## config.mk

```make
export PLATFORM = sky130hd
export DESIGN_NAME = frequency_analyzer_scheduler
export DESIGN_NICKNAME = d
export VERILOG_FILES = /design/src/rtl/frequency_analyzer_scheduler.sv
export SDC_FILE = /design/constraint.sdc
export NUM_CORES = 1
export LEC_CHECK = 0
export BUFFER_PORTS_ARGS = -buffer_cell sky130_fd_sc_hd__buf_2
export CORE_MARGIN = 2
export CORE_UTILIZATION = 46
export CTS_CLUSTER_SIZE = 16
export DETAILED_ROUTE_END_ITERATION = 8
export PLACE_DENSITY = 0.82
export SETUP_SLACK_MARGIN = 0.15
export SLEW_MARGIN = 20
export SYNTH_ARGS = -nofsm -noshare
export SYNTH_HDL_FRONTEND = slang
export SYNTH_SLANG_ARGS = --single-unit
```

## constraint.sdc

```tcl
create_clock -name clock -period 3.3 [get_ports clock]
set_input_delay 0.495 -clock clock [delete_from_list [all_inputs] [get_ports clock]]
set_output_delay 0.495 -clock clock [all_outputs]
set_load 0.02 [all_outputs]
```

## src/rtl/frequency_analyzer_scheduler.sv

```systemverilog
// Ping-pong scheduler for two frequency analyzers: guard/measure windows, start/stop
// pulses, delayed count capture, and a single-entry valid/ready result register.
module frequency_analyzer_scheduler #(
   parameter int CLOCK       = 100000000,
   parameter int FREQUENCY   = 2000,
   parameter int GUARD       = 20,
   parameter int CAPTURE_LAT = 2,
   parameter int COUNT_WIDTH = 32
) (
   input  logic                   clock,
   input  logic                   reset,
   input  logic                   enable,
   input  logic                   overrun_clear,
   input  logic [COUNT_WIDTH-1:0] analyzer_0_count,
   input  logic [COUNT_WIDTH-1:0] analyzer_1_count,
   output logic                   start_analyzer_0,
   output logic                   stop_analyzer_0,
   output logic                   start_analyzer_1,
   output logic                   stop_analyzer_1,
   output logic [COUNT_WIDTH-1:0] result_data,
   output logic                   result_channel,
   output logic                   result_valid,
   input  logic                   result_ready,
   output logic                   overrun,
   output logic                   active
);

   localparam int WINDOW  = CLOCK / FREQUENCY;
   localparam int CNT_MAX = (WINDOW > GUARD) ? WINDOW : GUARD;
   localparam int CNT_W   = (CNT_MAX > 1) ? $clog2(CNT_MAX) : 1;
   localparam logic [CNT_W-1:0] GUARD_LOAD  = CNT_W'(GUARD - 1);
   localparam logic [CNT_W-1:0] WINDOW_LOAD = CNT_W'(WINDOW - 1);

   typedef enum logic [2:0] {IDLE, GUARD0, MEAS0, GUARD1, MEAS1} state_t;

   state_t                   state_q, state_d;
   logic [CNT_W-1:0]         cnt_q, cnt_d;
   logic [1:0]               start_q, start_d;
   logic [1:0]               stop_q, stop_d;
   logic                     arm, arm_ch;
   logic [CAPTURE_LAT:0]     cap_pipe_q, cap_pipe_d;
   logic [CAPTURE_LAT:0]     cap_ch_q, cap_ch_d;
   logic [COUNT_WIDTH-1:0]   data_q, data_d;
   logic                     ch_q, ch_d;
   logic                     valid_q, valid_d;
   logic                     ovr_q, ovr_d;
   logic                     capture_now;
   logic                     handshake;
   logic [COUNT_WIDTH-1:0]   count_sel;

   always_comb begin
      state_d = state_q;
      cnt_d   = cnt_q;
      start_d = '0;
      stop_d  = '0;
      arm     = 1'b0;
      arm_ch  = 1'b0;
      if (!enable) begin
         // A truncated window still gets its stop pulse, but is never armed for capture.
         state_d   = IDLE;
         cnt_d     = '0;
         stop_d[0] = (state_q == MEAS0);
         stop_d[1] = (state_q == MEAS1);
      end else begin
         case (state_q)
            IDLE: begin
               state_d = GUARD0;
               cnt_d   = GUARD_LOAD;
            end
            GUARD0, GUARD1: begin
               if (cnt_q == '0) begin
                  state_d = (state_q == GUARD0) ? MEAS0 : MEAS1;
                  cnt_d   = WINDOW_LOAD;
                  start_d[state_q == GUARD1] = 1'b1;
               end else begin
                  cnt_d = cnt_q - 1'b1;
               end
            end
            MEAS0, MEAS1: begin
               if (cnt_q == '0) begin
                  state_d = (state_q == MEAS0) ? GUARD1 : GUARD0;
                  cnt_d   = GUARD_LOAD;
                  stop_d[state_q == MEAS1] = 1'b1;
                  arm     = 1'b1;
                  arm_ch  = (state_q == MEAS1);
               end else begin
                  cnt_d = cnt_q - 1'b1;
               end
            end
            default: begin
               state_d = IDLE;
               cnt_d   = '0;
            end
         endcase
      end
   end

   // Capture delay line: stage 0 lines up with the stop pulse, the last stage is the capture cycle.
   assign cap_pipe_d[0] = enable & arm;
   assign cap_ch_d[0]   = arm_ch;
   genvar gi;
   generate
      for (gi = 1; gi <= CAPTURE_LAT; gi++) begin : g_cap_stage
         assign cap_pipe_d[gi] = enable & cap_pipe_q[gi-1];
         assign cap_ch_d[gi]   = cap_ch_q[gi-1];
      end
   endgenerate

   assign capture_now = cap_pipe_q[CAPTURE_LAT];
   assign count_sel   = cap_ch_q[CAPTURE_LAT] ? analyzer_1_count : analyzer_0_count;
   assign handshake   = valid_q & result_ready;

   always_comb begin
      data_d  = data_q;
      ch_d    = ch_q;
      valid_d = valid_q;
      ovr_d   = ovr_q & ~overrun_clear;
      if (capture_now) begin
         if (!valid_q || handshake) begin
            data_d  = count_sel;
            ch_d    = cap_ch_q[CAPTURE_LAT];
            valid_d = 1'b1;
         end else begin
            ovr_d = 1'b1;
         end
      end else if (handshake) begin
         valid_d = 1'b0;
      end
   end

   always_ff @(posedge clock) begin
      if (!reset) begin
         state_q    <= IDLE;
         cnt_q      <= '0;
         start_q    <= '0;
         stop_q     <= '0;
         cap_pipe_q <= '0;
         cap_ch_q   <= '0;
         data_q     <= '0;
         ch_q       <= 1'b0;
         valid_q    <= 1'b0;
         ovr_q      <= 1'b0;
      end else begin
         state_q    <= state_d;
         cnt_q      <= cnt_d;
         start_q    <= start_d;
         stop_q     <= stop_d;
         cap_pipe_q <= cap_pipe_d;
         cap_ch_q   <= cap_ch_d;
         data_q     <= data_d;
         ch_q       <= ch_d;
         valid_q    <= valid_d;
         ovr_q      <= ovr_d;
      end
   end

   assign start_analyzer_0 = start_q[0];
   assign start_analyzer_1 = start_q[1];
   assign stop_analyzer_0  = stop_q[0];
   assign stop_analyzer_1  = stop_q[1];
   assign result_data      = data_q;
   assign result_channel   = ch_q;
   assign result_valid     = valid_q;
   assign overrun          = ovr_q;
   assign active           = (state_q != IDLE);

endmodule

```

# ---- Word-level counts from Yosys, hierarchy flattened
# Index checks and enable logic that the tools add are counted.
dict set report totals {
  wordCells 69
  register_bits 64
  input_bits 69
  output_inout_bits 40
}
dict set report classes {
  eq_ne 7
  n_addsub 1
  n_lt_le_gt_ge 4
  reduce_logical 16
  n_mux 24
  n_bitwise 6
}
# operator count
set ops {}
lappend ops {{16-bit one-hot mux with 3 select lines} 1}
lappend ops {{16-bit two-way mux} 2}
lappend ops {{32-bit two-way mux} 1}
lappend ops {{16-bit zero test} 1}
lappend ops {{16-bit by 1-bit subtractor with 16-bit output, second input constant} 1}
lappend ops {{1-bit two-way mux} 10}
lappend ops {{3-bit two-way mux} 3}
lappend ops {{3-bit one-hot mux with 3 select lines} 1}
lappend ops {{2-bit two-way mux} 4}
lappend ops {{2-bit AND reduction} 4}
lappend ops {{4-bit AND reduction} 2}
lappend ops {{3-bit by 2-bit == test with 1-bit output, second input constant} 2}
lappend ops {{1-bit AND} 5}
lappend ops {{1-bit by 2-bit less-than comparator with 1-bit output, second input constant} 2}
lappend ops {{2-bit inequality test, second input constant} 2}
lappend ops {{2-bit OR reduction} 2}
lappend ops {{3-bit by 1-bit == test with 1-bit output, second input constant} 1}
lappend ops {{3-bit == test, second input constant} 1}
lappend ops {{3-bit zero test} 1}
lappend ops {{3-bit nonzero test} 1}
lappend ops {{1-bit demux with 1-bit select} 2}
lappend ops {{1-bit >= comparator, second input constant} 2}
lappend ops {{1-bit logical AND} 2}
lappend ops {{2-bit by 1-bit inequality test with 1-bit output, second input constant} 1}
lappend ops {{other kinds (4)} 4}

# ---- Depth between registers and ports, before layout
dict set report depth {
  depth_word 8
  ltp_mapped 7
  ltp_nobuf 6
}

# ---- Worst setup path after synthesis
# OpenSTA, ideal clock, no wires.
dict set report synth_path {
  path_kind {register -> register}
  from {register cnt_q[0]}
  to {register cnt_q[4]}
  setup_time_ns 0.124
  synth_period_minus_slack_ns 1.651
  path_slack_ns 1.649
  t_required_ns 3.176
  t_arrival_ns 1.527
  path_buffers 1
  path_stages_with_launch 8
  path_cell_list {dfxtp_1 -> inv_1 -> ha_1 -> nor3b_1 -> nand4_4 -> buf_6 -> o2111ai_1 -> nand3_1}
}
dict set report synth_between {
  elab_chain_len 3
  elab_cells_between_ends 5
  classes_between {1 x add/sub; 3 x mux; 1 x reduce/logical}
}
# item line
set synth_lines {}
lappend synth_lines {{start, declared} 37} ;# logic [CNT_W-1:0] cnt_q, cnt_d;
lappend synth_lines {{start signal, assigned} 145} ;# cnt_q <= cnt_d;
lappend synth_lines {{16-bit by 1-bit subtractor with 16-bit output or 16-bit zero test (tied branches)} -}
lappend synth_lines {{16-bit two-way mux (on tied branches)} {80, 71}}
lappend synth_lines {{16-bit one-hot mux with 3 select lines *} 65} ;# case (state_q)
# Every way passes the cells marked *; elsewhere a longest branch is shown, timed or not.
# A chain may end at the register's enable or synchronous reset.

# ---- Worst setup path after layout
dict set report layout_path {
  from {register cnt_q[0]}
  to {register cnt_q[14]}
}
# Same word-level chain as after synthesis.

==> results.md <==
* Clock buffer depth at 2
* Delay of the slowest critical-path stage at 0.48 ns
* RSZ-0062 raised after global routing: no
* Post-cts hold buffer count at 0
* Sequential share of the synthesized area at a little under half
* Critical Path Start: cnt_q[0]$_SDFF_PN0_
* Compound-Gate Fraction of Synth Area at between 10% and 20%
* Initial core utilization at roughly 48%
* Delay-heaviest family, CP: simple AND/OR/NAND/NOR gates
* Gate power share at 12.1%
* Nets@finish at 468
* Commonest non-fill, non-tap cells in the layout: buf_2, dfxtp_1, nor2_1, a211oi_1, mux2i_1
* Sw frac at around a quarter
* WS Path Type: flip-flop to flip-flop
* CTS Root Cell: clkbuf_8
* FF-to-FF End: cnt_q[14]$_SDFF_PN0_
* Yosys warns at 0
* Remaining DRCs at 0
* Switching pwr at 0.0004176 W
* Setup crit end: cnt_q[14]$_SDFF_PN0_
* Clock share of power at 42.4%
* Clock transition at the registers of the reported paths at 0.07 ns
* Initial drt markers at 103
* CP Capture Type: flip-flop
* Relative slew margins at 32.62%
* CTS tree: done
* CTS buffer count at 9
* Period Utilization, post-route at 63.85%
* Worst EP arrival at 2.32 ns
* Mux share of post-synthesis cell area at between 10% and 20%
* Post-CTS Setup Bufs at 0
* Via count at 2533
* Remaining Overflow, GRT at 0
* Simple-gate share of the synthesized area at 19.09%
* Top cells by area, synth: dfxtp_1, mux2i_1, a211oi_1, nor2_1, xor2_1
* Clock skew at approximately 0.010 ns
* Boundary Pins at between 100 and 150
* Peak VDD IR at 0.0002144 V
* TritonRoute pass-1 iters at 5
* Critical Path Fanout Max at 18
* Finish-stage setup viols at 0
* Core Area at 5921 um^2
* CTS H-tree depth at 3
* Synth Instances at between 200 and 300
* Port buffer count at 108
* R2R cell count at 6
* HP Class: flip-flop to flip-flop
* Synth Register Bits at between 60 and 70
* Placer Congestion at 0.8389
* CP Buf/Inv Count at 1
* Post-Syn Area at ~2800 um^2
* Syn-to-layout area delta at 27.47%
* Hold slack at between 0.4 and 0.5 ns
* Netlist cell types at 43
* Skew-Pair Late Insertion Delay at roughly 0.34 ns
* Worst Tran Pin Value at between 1 and 1.5 ns
* Largest net degree at the start of global routing at 43
* Fin. max-slew vios at 0
* Fmax at 474.6 MHz
* Drt via density at 5.321
* Max-cap viol count at 0
* Crit path depth at 6
* Die Ht at 82.28 um
* Reg-to-reg setup timing slack at about 1.2 ns
* Wire length per cell at 13.99 um
* Startpoint Class: flip-flop
* Worst-path cell chain: inv_1 > ha_1 > nor3b_1 > nand4_4 > o21ai_2 > nor3_1
* Tot Pwr at 0.001755 W
* Clk sink count at 64
* DRT Wirelength at roughly 6700 um
* Post-route ant nets at 0
* Syn Area/Cell at 9.523 um^2
* Status: completed
* CTS resizes at 0
* Min cycle time layout at 2.107 ns
* Post-synth top area cell: dfxtp_1
* Die ar. at 6770 um^2
* Xor/xnor cell area share of the yosys netlist at 4.039%
* Main combinational cell family by area after synthesis: simple AND/OR/NAND/NOR gates
* Yosys top cell area share at a little under half
* Total GRT Usage at 19.09%
* Post-DP HPWL at ~4800 um
* Max stage delay cell, worst path: nor3b_1
* Die W at 82.28 um
* FF-to-FF Start: cnt_q[0]$_SDFF_PN0_
* Final hold violations at 0
* Commonest non-fill, non-tap cell in the layout: buf_2
* P per Cell Area at between 400 and 500 nW/um^2
* Setup TNS at 0 ns
* Share of layout cells above drive strength 1 at 32.92%
* Net Count, Synth at roughly 370
* Vias in the first global route at 2155
* Internal cell power at between 0.001 and 0.0015 W
* Sequential power share at 45.5%
* Antenna diodes at 0
* Row count at 28
* Leakage at around 1.5 nW
* Synth Area in Adders at less than 1%
* WP data required at 3.51 ns
* Initial antenna violation count at 0
* First-pass GRT wire length at 9770 um
-- area by class of cell --
type / instances / area (um^2)
fill: 479 / 2327
multi-input combinational: 206 / 1419
sequential: 64 / 1282
timing repair buffer: 110 / 555.5
clock buffer: 12 / 155.1
tap: 75 / 93.84
clock inverter: 3 / 65.06
inverter: 6 / 22.52
-- logic make-up (layout without fill, tap and decap cells) --
logic type,count (synthesis),in the layout
simple gates,100,100
flops,64,64
buf+inv,26,131
mux,33,33
fa+ha+maj,2,2
compound gates,58,58
xor+xnor,13,13
-- sequential cells by signal, indices dropped and copies added (netlist names) --
| register | cells |
|---|---|
| start_q | 2 |
| cap_pipe_q | 3 |
| cnt_q | 16 |
| stop_q | 2 |
| result_data | 32 |
| result_valid | 1 |
| cap_ch_q | 3 |
| result_channel | 1 |
| overrun | 1 |
| state_q | 3 |
-- worst min-delay path by stage --
| stage | start | to | depth (start not counted) |
|---|---|---|---|
| floorplan | cap_ch_q[0]$_SDFF_PN0_ | cap_ch_q[1]$_SDFF_PN0_ | 1 |
| global placement | cap_ch_q[0]$_SDFF_PN0_ | cap_ch_q[1]$_SDFF_PN0_ | 1 |
| detailed placement | cap_ch_q[0]$_SDFF_PN0_ | cap_ch_q[1]$_SDFF_PN0_ | 1 |
| CTS | enable | cap_pipe_q[1]$_SDFF_PN0_ | 2 |
| global route | reset | cap_ch_q[1]$_SDFF_PN0_ | 2 |
| finish | cap_ch_q[0]$_SDFF_PN0_ | cap_ch_q[1]$_SDFF_PN0_ | 1 |
-- per-stage QoR --
stage	cell area (um^2)	util, %	cells	setup WS, ns
3_5_place_dp	3373	56.97	461	1.201
5_1_grt	3593	60.69	476	1.008
6_report	3593	60.69	476	1.193
3_3_place_gp	3373	56.97	461	1.302
2_1_floorplan	2819	-	296	1.649
4_1_cts	3593	60.69	476	1.219
-- synthesized netlist by cell type, drive strengths merged --
master and n:
xor2 10, o211a 1, or4 1, a41oi 1
nor3 7, xnor2 3, o2111ai 1, and4 1
nand4b 2, ha 2, or3 1, mux2i 33
inv 5, nand4 4, and2 3, dfxtp 64
nand3b 1, nor2 49, and3 5, nor3b 2
a31oi 2, o211ai 1, clkbuf 11, nor4 6
nand2 6, o21ai 4, clkinv 1, buf 9
nand3 8, nor2b 4, o21bai 1, o21a 2
a211oi 34, a21oi 11
-- power by group through the flow --
stage                     registers (W)  logic, W  clock network (W)
after floorplan                0.000811  0.000149                  0
after detailed placement       0.000816  0.000206                  0
after global routing           0.000799  0.000236           0.000790
after CTS                      0.000798  0.000211           0.000752
after global placement         0.000814  0.000200                  0
final                          0.000799  0.000212           0.000744
-- per-layer routing --
| layer | routed length [um] | vias to the layer above | GRT usage, % |
|---|---|---|---|
| met5 | 0 | - | 0 |
| met4 | 74 | 0 | 6.667 |
| met3 | 588 | 10 | 6.413 |
| met2 | 3197 | 110 | 31.85 |
| met1 | 2801 | 1141 | 22.88 |
| li1 | - | 1272 | - |
No activity file was read; power rests on OpenSTA's default activity.
